==> src/rtl/nqcpu_pkg.sv <==
// nqcpu_pkg: state encoding, bus lane constants and widths shared by nqcpu pipeline stages
package nqcpu_pkg;
  typedef enum logic [1:0] {IDLE, BEAT1, BEAT2, DONE} state_t;
  localparam logic [1:0] BE_LO = 2'b01;
  localparam logic [1:0] BE_HI = 2'b10;
  localparam logic [1:0] BE_W = 2'b11;
  localparam logic [15:0] ERR_DATA_DEF = 16'hDEAD;
  localparam int CTRL_W = 33;
endpackage

==> src/rtl/mem_lane_mux.sv <==
// mem_lane_mux: byte-lane steering for store data and load-result assembly
module mem_lane_mux
  import nqcpu_pkg::*;
(
  input  logic        i_word,
  input  logic        i_odd,
  input  logic        i_beat2,
  input  logic [15:0] i_wdata,
  input  logic [15:0] i_rdata,
  input  logic [15:0] i_acc,
  output logic [1:0]  o_be1,
  output logic [15:0] o_wdata1,
  output logic [15:0] o_wdata2,
  output logic [15:0] o_result
);
  logic w_aligned_word;
  assign w_aligned_word = i_word && !i_odd;
  assign o_be1 = w_aligned_word ? BE_W : i_odd ? BE_HI : BE_LO;
  assign o_wdata1 = w_aligned_word ? i_wdata : {2{i_wdata[7:0]}};
  assign o_wdata2 = {2{i_wdata[15:8]}};
  // a misaligned first beat lands in the low result byte just like an odd byte load
  assign o_result = i_beat2 ? {i_rdata[7:0], i_acc[7:0]} :
                    w_aligned_word ? i_rdata :
                    {8'h00, i_odd ? i_rdata[15:8] : i_rdata[7:0]};
endmodule

==> src/rtl/mem_stage.sv <==
// mem_stage: load/store stage driving a 16-bit byte-enabled req/ack bus,
// splitting misaligned words into two beats with a per-beat ack timeout.
module mem_stage
  import nqcpu_pkg::*;
#(
  parameter int          TIMEOUT  = 255,
  parameter logic [15:0] ERR_DATA = ERR_DATA_DEF
) (
  input  logic              clk,
  input  logic              rst,
  input  logic              en,
  input  logic [15:0]       addr_in,
  input  logic [15:0]       wdata_in,
  input  logic              rd_b,
  input  logic              rd_w,
  input  logic              wr_b,
  input  logic              wr_w,
  input  logic [15:0]       pc_in,
  input  logic [15:0]       imm_in,
  input  logic [CTRL_W-1:0] ctrl_in,
  output logic              bus_req,
  output logic              bus_we,
  output logic [14:0]       bus_addr,
  output logic [1:0]        bus_be,
  output logic [15:0]       bus_wdata,
  input  logic [15:0]       bus_rdata,
  input  logic              bus_ack,
  output logic              busy,
  output logic              done,
  output logic              err,
  output logic [15:0]       rdata_out,
  output logic [15:0]       pc_out,
  output logic [15:0]       imm_out,
  output logic [CTRL_W-1:0] ctrl_out
);
  localparam logic [15:0] TO_LAST = 16'((TIMEOUT > 0) ? TIMEOUT - 1 : 0);
  state_t r_state, w_next;
  logic r_word, r_odd, r_load;
  logic [15:0] r_wdata, r_acc, r_cnt;
  logic w_rd, w_wr, w_none, w_ill, w_word, w_ack, w_to, w_two, w_idle;
  logic [1:0] w_be1;
  logic [15:0] w_wdata1, w_wdata2, w_result;
  assign w_rd = rd_b | rd_w;
  assign w_wr = wr_b | wr_w;
  assign w_none = !w_rd && !w_wr;
  assign w_ill = w_rd && w_wr;
  assign w_word = w_rd ? rd_w : wr_w;
  assign w_idle = r_state == IDLE;
  assign w_ack = bus_req && bus_ack;
  assign w_to = (TIMEOUT != 0) && bus_req && !bus_ack && r_cnt == TO_LAST;
  assign w_two = r_word && r_odd;
  mem_lane_mux u_mux (
    .i_word  (w_idle ? w_word : r_word),
    .i_odd   (w_idle ? addr_in[0] : r_odd),
    .i_beat2 (r_state == BEAT2),
    .i_wdata (w_idle ? wdata_in : r_wdata),
    .i_rdata (bus_rdata),
    .i_acc   (r_acc),
    .o_be1   (w_be1),
    .o_wdata1(w_wdata1),
    .o_wdata2(w_wdata2),
    .o_result(w_result)
  );
  always_ff @(posedge clk) r_state <= rst ? IDLE : w_next;
  always_comb begin
    w_next = r_state;
    case (r_state)
      IDLE:    w_next = !en ? IDLE : (w_none || w_ill) ? DONE : BEAT1;
      BEAT1:   w_next = w_ack ? (w_two ? BEAT2 : DONE) : w_to ? DONE : BEAT1;
      BEAT2:   w_next = (w_ack || w_to) ? DONE : BEAT2;
      default: w_next = IDLE;
    endcase
  end
  always_comb begin
    busy = r_state != IDLE;
    done = r_state == DONE;
  end
  always_ff @(posedge clk) begin
    if (rst) begin
      bus_req <= 1'b0;
      bus_we <= 1'b0;
      bus_addr <= '0;
      bus_be <= '0;
      bus_wdata <= '0;
      err <= 1'b0;
      rdata_out <= '0;
      pc_out <= '0;
      imm_out <= '0;
      ctrl_out <= '0;
      r_word <= 1'b0;
      r_odd <= 1'b0;
      r_load <= 1'b0;
      r_wdata <= '0;
      r_acc <= '0;
      r_cnt <= '0;
    end else begin
      bus_req <= w_next == BEAT1 || w_next == BEAT2;
      r_cnt <= (bus_req && w_next == r_state) ? r_cnt + 16'd1 : 16'd0;
      if (w_idle && en) begin
        r_word <= w_word;
        r_odd <= addr_in[0];
        r_load <= w_rd;
        r_wdata <= wdata_in;
        bus_we <= w_wr;
        bus_addr <= addr_in[15:1];
        bus_be <= w_be1;
        bus_wdata <= w_wdata1;
        err <= w_ill;
        pc_out <= pc_in;
        imm_out <= imm_in;
        ctrl_out <= ctrl_in;
      end
      // second beat of a misaligned word: next word address, wrapping at the top
      if (r_state == BEAT1 && w_ack && w_two) begin
        r_acc <= w_result;
        bus_addr <= bus_addr + 15'd1;
        bus_be <= BE_LO;
        bus_wdata <= w_wdata2;
      end
      if (w_ack && w_next == DONE && r_load) rdata_out <= w_result;
      if (w_to) begin
        err <= 1'b1;
        if (r_load) rdata_out <= ERR_DATA;
      end
    end
  end
endmodule

==> config.mk <==
export PLATFORM = sky130hd
export DESIGN_NAME = mem_stage
export DESIGN_NICKNAME = d
export VERILOG_FILES = /design/src/rtl/nqcpu_pkg.sv /design/src/rtl/mem_lane_mux.sv /design/src/rtl/mem_stage.sv
export SDC_FILE = /design/constraint.sdc
export NUM_CORES = 1
export LEC_CHECK = 0
export CORE_MARGIN = 8
export CORE_UTILIZATION = 40
export CTS_CLUSTER_DIAMETER = 120
export DETAILED_ROUTE_END_ITERATION = 8
export PLACE_DENSITY_LB_ADDON = 0.25
export SETUP_SLACK_MARGIN = 0.15
export SLEW_MARGIN = 25
export SYNTH_ARGS = -nofsm -noshare
export SYNTH_HDL_FRONTEND = slang
export SYNTH_SLANG_ARGS = --single-unit
==> constraint.sdc <==
create_clock -name clk -period 6.4 [get_ports clk]
set_input_delay 0.96 -clock clk [delete_from_list [all_inputs] [get_ports clk]]
set_output_delay 0.96 -clock clk [all_outputs]
set_load 0.05 [all_outputs]
# Yosys cells after proc, flatten, opt, wreduce, memory -nomap -nowiden
# Index checks and enable logic that the tools add are counted.
[totals]
elab_cells = 85
out_inout_bits = 119
input_bits = 121
reg_bits = 162
[op_classes]
muxes = 28
bitwise_logic = 3
reduce_logical = 26
addsub = 2
n_eq_ne = 8
[op_table]
columns = ["op", "count"]
rows = [
  ["$mux W16", 9],
  ["$mux W15", 2],
  ["$add A16 B1 Y16 const B", 1],
  ["$eq A16 B8 Y1 const B", 1],
  ["$add A15 B1 Y15 const B", 1],
  ["$logic_and A1 B1 Y1", 13],
  ["$mux W2", 6],
  ["$mux W1", 9],
  ["$eq A2 B2 Y1 const B", 4],
  ["$mux W8", 1],
  ["$pmux W2 S3", 1],
  ["$reduce_bool A2 Y1", 3],
  ["$eq A2 B1 Y1 const B", 2],
  ["$logic_not A1 Y1", 4],
  ["$reduce_or A2 Y1", 2],
  ["$logic_or A1 B1 Y1", 3],
  ["$eq A2 B2 Y1", 1],
  ["$logic_not A2 Y1", 1],
  ["$or A1 B1 Y1", 2],
  ["$not A1 Y1", 1],
]

# Longest topological paths before layout
[depth]
word_depth = 13
depth_mapped = 12
depth_no_buf = 11

# Cells and area by module
# A second synthesis with hierarchy kept.
[unflattened]
cells_unflattened = 927
area_unflattened_um2 = 7409.6
[by_module_without_submodules]
columns = ["module", "n_inst", "area_per_inst_um2", "cells_each"]
rows = [
  ["mem_stage", 1, 6802.8, 838],
  ["mem_lane_mux", 1, 606.8, 89],
]

# Worst setup path after synthesis
# Ideal clock, no wire load.
[synth_path]
path_type = "input-to-reg"
startpoint = "input bus_ack"
endpoint = "register (tool-made name)"
cell_stages = 11
path_slack_ns = 3.233
t_arrival_ns = 3.072
required_time_ns = 6.305
cell_sequence = "buf_2 -> nor4b_1 -> and4_4 -> a21boi_0 -> a21oi_1 -> ha_1 -> and4_1 -> buf_1 -> a31oi_2 -> buf_6 -> a221oi_1"
[synth_rtl]
columns = ["item", "line_no", "text"]
rows = [
  ["start: declaration", "mem_stage.sv:27", "input logic bus_ack,"],
]

==> results.txt <==
- The run finished with clean final reports.
* RSZ-0062 raised after global routing: false
* Master cell of the clock root buffer: sky130_fd_sc_hd__clkbuf_16
- Startpoint of the lowest-slack register-to-register path: r_cnt[0]
* Hold-fix buffers at CTS: 0
- The congestion estimate from routability-driven global placement came to 0.789.
- Source-to-sink clock delay at the later pin of the worst-skew pair: 420 ps
* Highest clock frequency the design can meet: 0.267 GHz
- Counting flops with a built-in enable in the synthesized netlist gives 0.
- Slew margin rel.: 38.5%
* Number of buffers and inverters on the critical path: 1
* Final Cell Area: 0.00992 mm^2
- Pwr dens: 288 mW/mm^2
- For this run, the slowest stage of the critical path takes 760 ps.
- Max-cap violations in this run came to 0.
- Commonest cells after routing, fill and taps aside: sky130_fd_sc_hd__clkdlybuf4s50_1 (238), sky130_fd_sc_hd__nand2_1 (203), sky130_fd_sc_hd__dfxtp_1 (154), sky130_fd_sc_hd__a21oi_1 (89), sky130_fd_sc_hd__inv_1 (27)
* Path category of the worst min-delay check: reg2reg
- When the netlist entered floorplanning its net count stood at 962.
* TritonCTS clock tree: yes
* Start point of the worst hold path: imm_out[11]
* Cell with the biggest individual delay on the critical path: sky130_fd_sc_hd__a31oi_2
- Clock-pin slew was measured on the worst setup and hold paths at 60 ps.
- Min-Delay Path Depth: 2
- Gates resized during post-CTS repair numbered 0.
- In this run the number of H-tree levels came out at 4.
- Among all flip-flop cells after synthesis, the most frequent one is sky130_fd_sc_hd__dfxtp_1.
- The setup check on the worst reg-to-reg path leaves a slack of 3040 ps.
* Worst Hold End: imm_out[11]
* Drt first-iter violations: 383
* Hold violation count in the final report: 0
- Area delta synth->final: 44.7%
- 0 antenna diodes ended up in the layout.
- After detailed routing, the number of remaining DRC violations is 0.
* Final-report setup violation count: 0
- Actual slew at the worst max-slew pin: 920 ps
- Arrival time of data at the critical path endpoint: 3990 ps
* Crit start category: input pin
- Post-route ant nets: 0
* Worst clock skew: 8.59 ps
* Cell breakdown of the critical path: clkdlybuf4s50_1, nor4b_1, and4_4, a21boi_0, a21oi_1, ha_1, and4_1, a31oi_2, a221oi_1
- Via count of the first global-routing pass: 6598
* Most common cell after layout, fill and taps aside: sky130_fd_sc_hd__clkdlybuf4s50_1
- Flip-flop and latch count after synthesis: 154
- Peak supply drop: 0.000178 V
- Initial antenna violation count: 0
- Layout fillers: 1555
- Time the final worst path needs with I/O delays and setup: 3740 ps
* Total negative slack: 0 ps
- Family with the most delay on the worst path: compound AO/OA/AOI/OAI gates
- Share of flip-flops with an asynchronous set or reset: 0%
- Synth Warn #: 0
- Clock tree synthesis found a total of 154 sinks.
- The placed instances occupy a cell area of 0.00932 mm^2.
- Initial cell density of the core: 40.2%
* Pins Over Slew Limit: 0
* Share of synthesized area occupied by flip-flops and latches: 45.0%
* FF+latch area: 0.00308 mm^2
- After floorplanning, the core was divided into 48 placement rows.
- The post-route netlist has 6.58% of its cells at a drive strength greater than 1.
* Length of the first detailed-routing pass in iterations: 4
- Total area of multi-input combinational cells: 0.00340 mm^2
* Number of different library cells in the post-synthesis netlist: 71
- Overflow left after global routing: 0
- Placed wire-length estimate: 15.1 mm
- 240 I/O pins were placed.
- Total global routing track utilization: 19.9%
- After detailed routing, the number of vias per cell comes to 5.29.
- Static leakage power: 3.42 nW
- Wire length of the first global-routing pass: 35.3 mm
- The mapped netlist covers 0.00686 mm^2.
- After synthesis, the mean cell area works out to 8.20 um^2.
- Vias after detailed routing: 6740
- In the synthesized netlist, the number of instances is 836.
* Start-to-end type of the worst setup path: in2reg
* Die H: 147 um
* Setup bufs post-CTS: 0
* Routed wire per std cell: 17.1 um
- Total CTS buffers: 17
- At the end of the flow, the number of nets in the layout was 1162.
- Entering global routing, the biggest net connects 80 pins.
* Maximum buffer depth of the clock tree: 2
- The die covers 0.0216 mm^2.
- Maximum fanout encountered on the critical timing path: 14
* Number of cells on the worst reg-to-reg path: 10
* Buffers added on ports: 239
* Critical Path RT: 6650 ps
* Sum of routed wire length over all layers: 21.8 mm
- STA classifies the critical path endpoint as a register.
* Chip width: 147 um
* Final cycle utilization of the critical path: 58.5%
- The floorplan step defined a core boundary enclosing 0.0171 mm^2.
[cell type report]
class | instances | area share, %
Clock buffer | 18 | 4.43
Inverter | 27 | 1.02
Sequential cell | 154 | 31.1
Tap cell | 225 | 2.84
Clock inverter | 14 | 1.64
Multi-Input combinational cell | 589 | 34.3
Timing Repair Buffer | 247 | 24.7
[power by group]
group | total, mW | internal, mW | switching [mW]
clock | 1.03 | 0.595 | 0.431
combinational | 0.743 | 0.265 | 0.478
sequential | 1.09 | 1.03 | 0.0590
total | 2.86 | 1.89 | 0.968
[worst max-delay path by stage]
stage / slack (ps) / end / cells after the start / from
after global routing: 2410 / register / 9 / bus_ack
after global placement: 2340 / register / 9 / bus_ack
after floorplan: 3230 / register / 11 / bus_ack
final: 2660 / register / 9 / bus_ack
after detailed placement: 2250 / register / 9 / bus_ack
after CTS: 2700 / register / 9 / bus_ack
[worst reg2reg max path, cell delays in order (launching register included)]
cell	delay (ps)
sky130_fd_sc_hd__dfxtp_1	420
sky130_fd_sc_hd__inv_1	70
sky130_fd_sc_hd__ha_1	220
sky130_fd_sc_hd__and4b_1	210
sky130_fd_sc_hd__and4_4	220
sky130_fd_sc_hd__a21boi_0	400
sky130_fd_sc_hd__a21oi_1	130
sky130_fd_sc_hd__ha_1	230
sky130_fd_sc_hd__and4_1	300
sky130_fd_sc_hd__a31oi_2	760
sky130_fd_sc_hd__a221oi_1	230
[synthesized netlist by cell type, types with 14 or more instances]
cell	instances	area, um^2
sky130_fd_sc_hd__a211oi_1	25	188
sky130_fd_sc_hd__a21oi_1	89	445
sky130_fd_sc_hd__a31oi_1	15	93.8
sky130_fd_sc_hd__and3_1	14	87.6
sky130_fd_sc_hd__clkbuf_1	39	146
sky130_fd_sc_hd__dfxtp_1	154	3080
sky130_fd_sc_hd__inv_1	27	101
sky130_fd_sc_hd__nand2_1	203	762
sky130_fd_sc_hd__nor2_1	20	75.1
sky130_fd_sc_hd__nor3_1	19	95.1
sky130_fd_sc_hd__nor4_1	19	119
sky130_fd_sc_hd__o21ai_0	17	85.1
[per-stage QoR]
step | total power, mW | util, % | hold WS, ps | instances | setup slack (ps)
after global placement | 1.85 | 54.6 | 441 | 1242 | 2340
after floorplan | 1.58 | - | 437 | 836 | 3230
after global routing | 2.99 | 58.1 | 469 | 1274 | 2410
after CTS | 2.89 | 58.1 | 456 | 1274 | 2700
after detailed placement | 1.86 | 54.6 | 447 | 1242 | 2250
final | 2.86 | 58.1 | 452 | 1274 | 2660
[cells by family (layout without fill, tap and decap cells)]
kind of cell,Yosys count,in the layout,synth area share (%)
fa+ha+maj,5,5,0.912
simple gates,348,348,24.4
xor+xnor,13,13,1.66
compound gates,220,220,22.0
buf+inv,93,306,5.60
mux,3,3,0.456
flops,154,154,45.0
[layer usage]
layer  global-route usage, %  vias up  share of wire (%)  wire length [um]
met5                       0        -                  0                 0
met4                    7.29        0                1.5               323
met3                    6.61       19                8.0              1760
met2                    32.4      238                 47             10300
met1                    23.9     3116                 43              9490
li1                        -     3367                  -                 -
(Power assumes the default switching activity.)
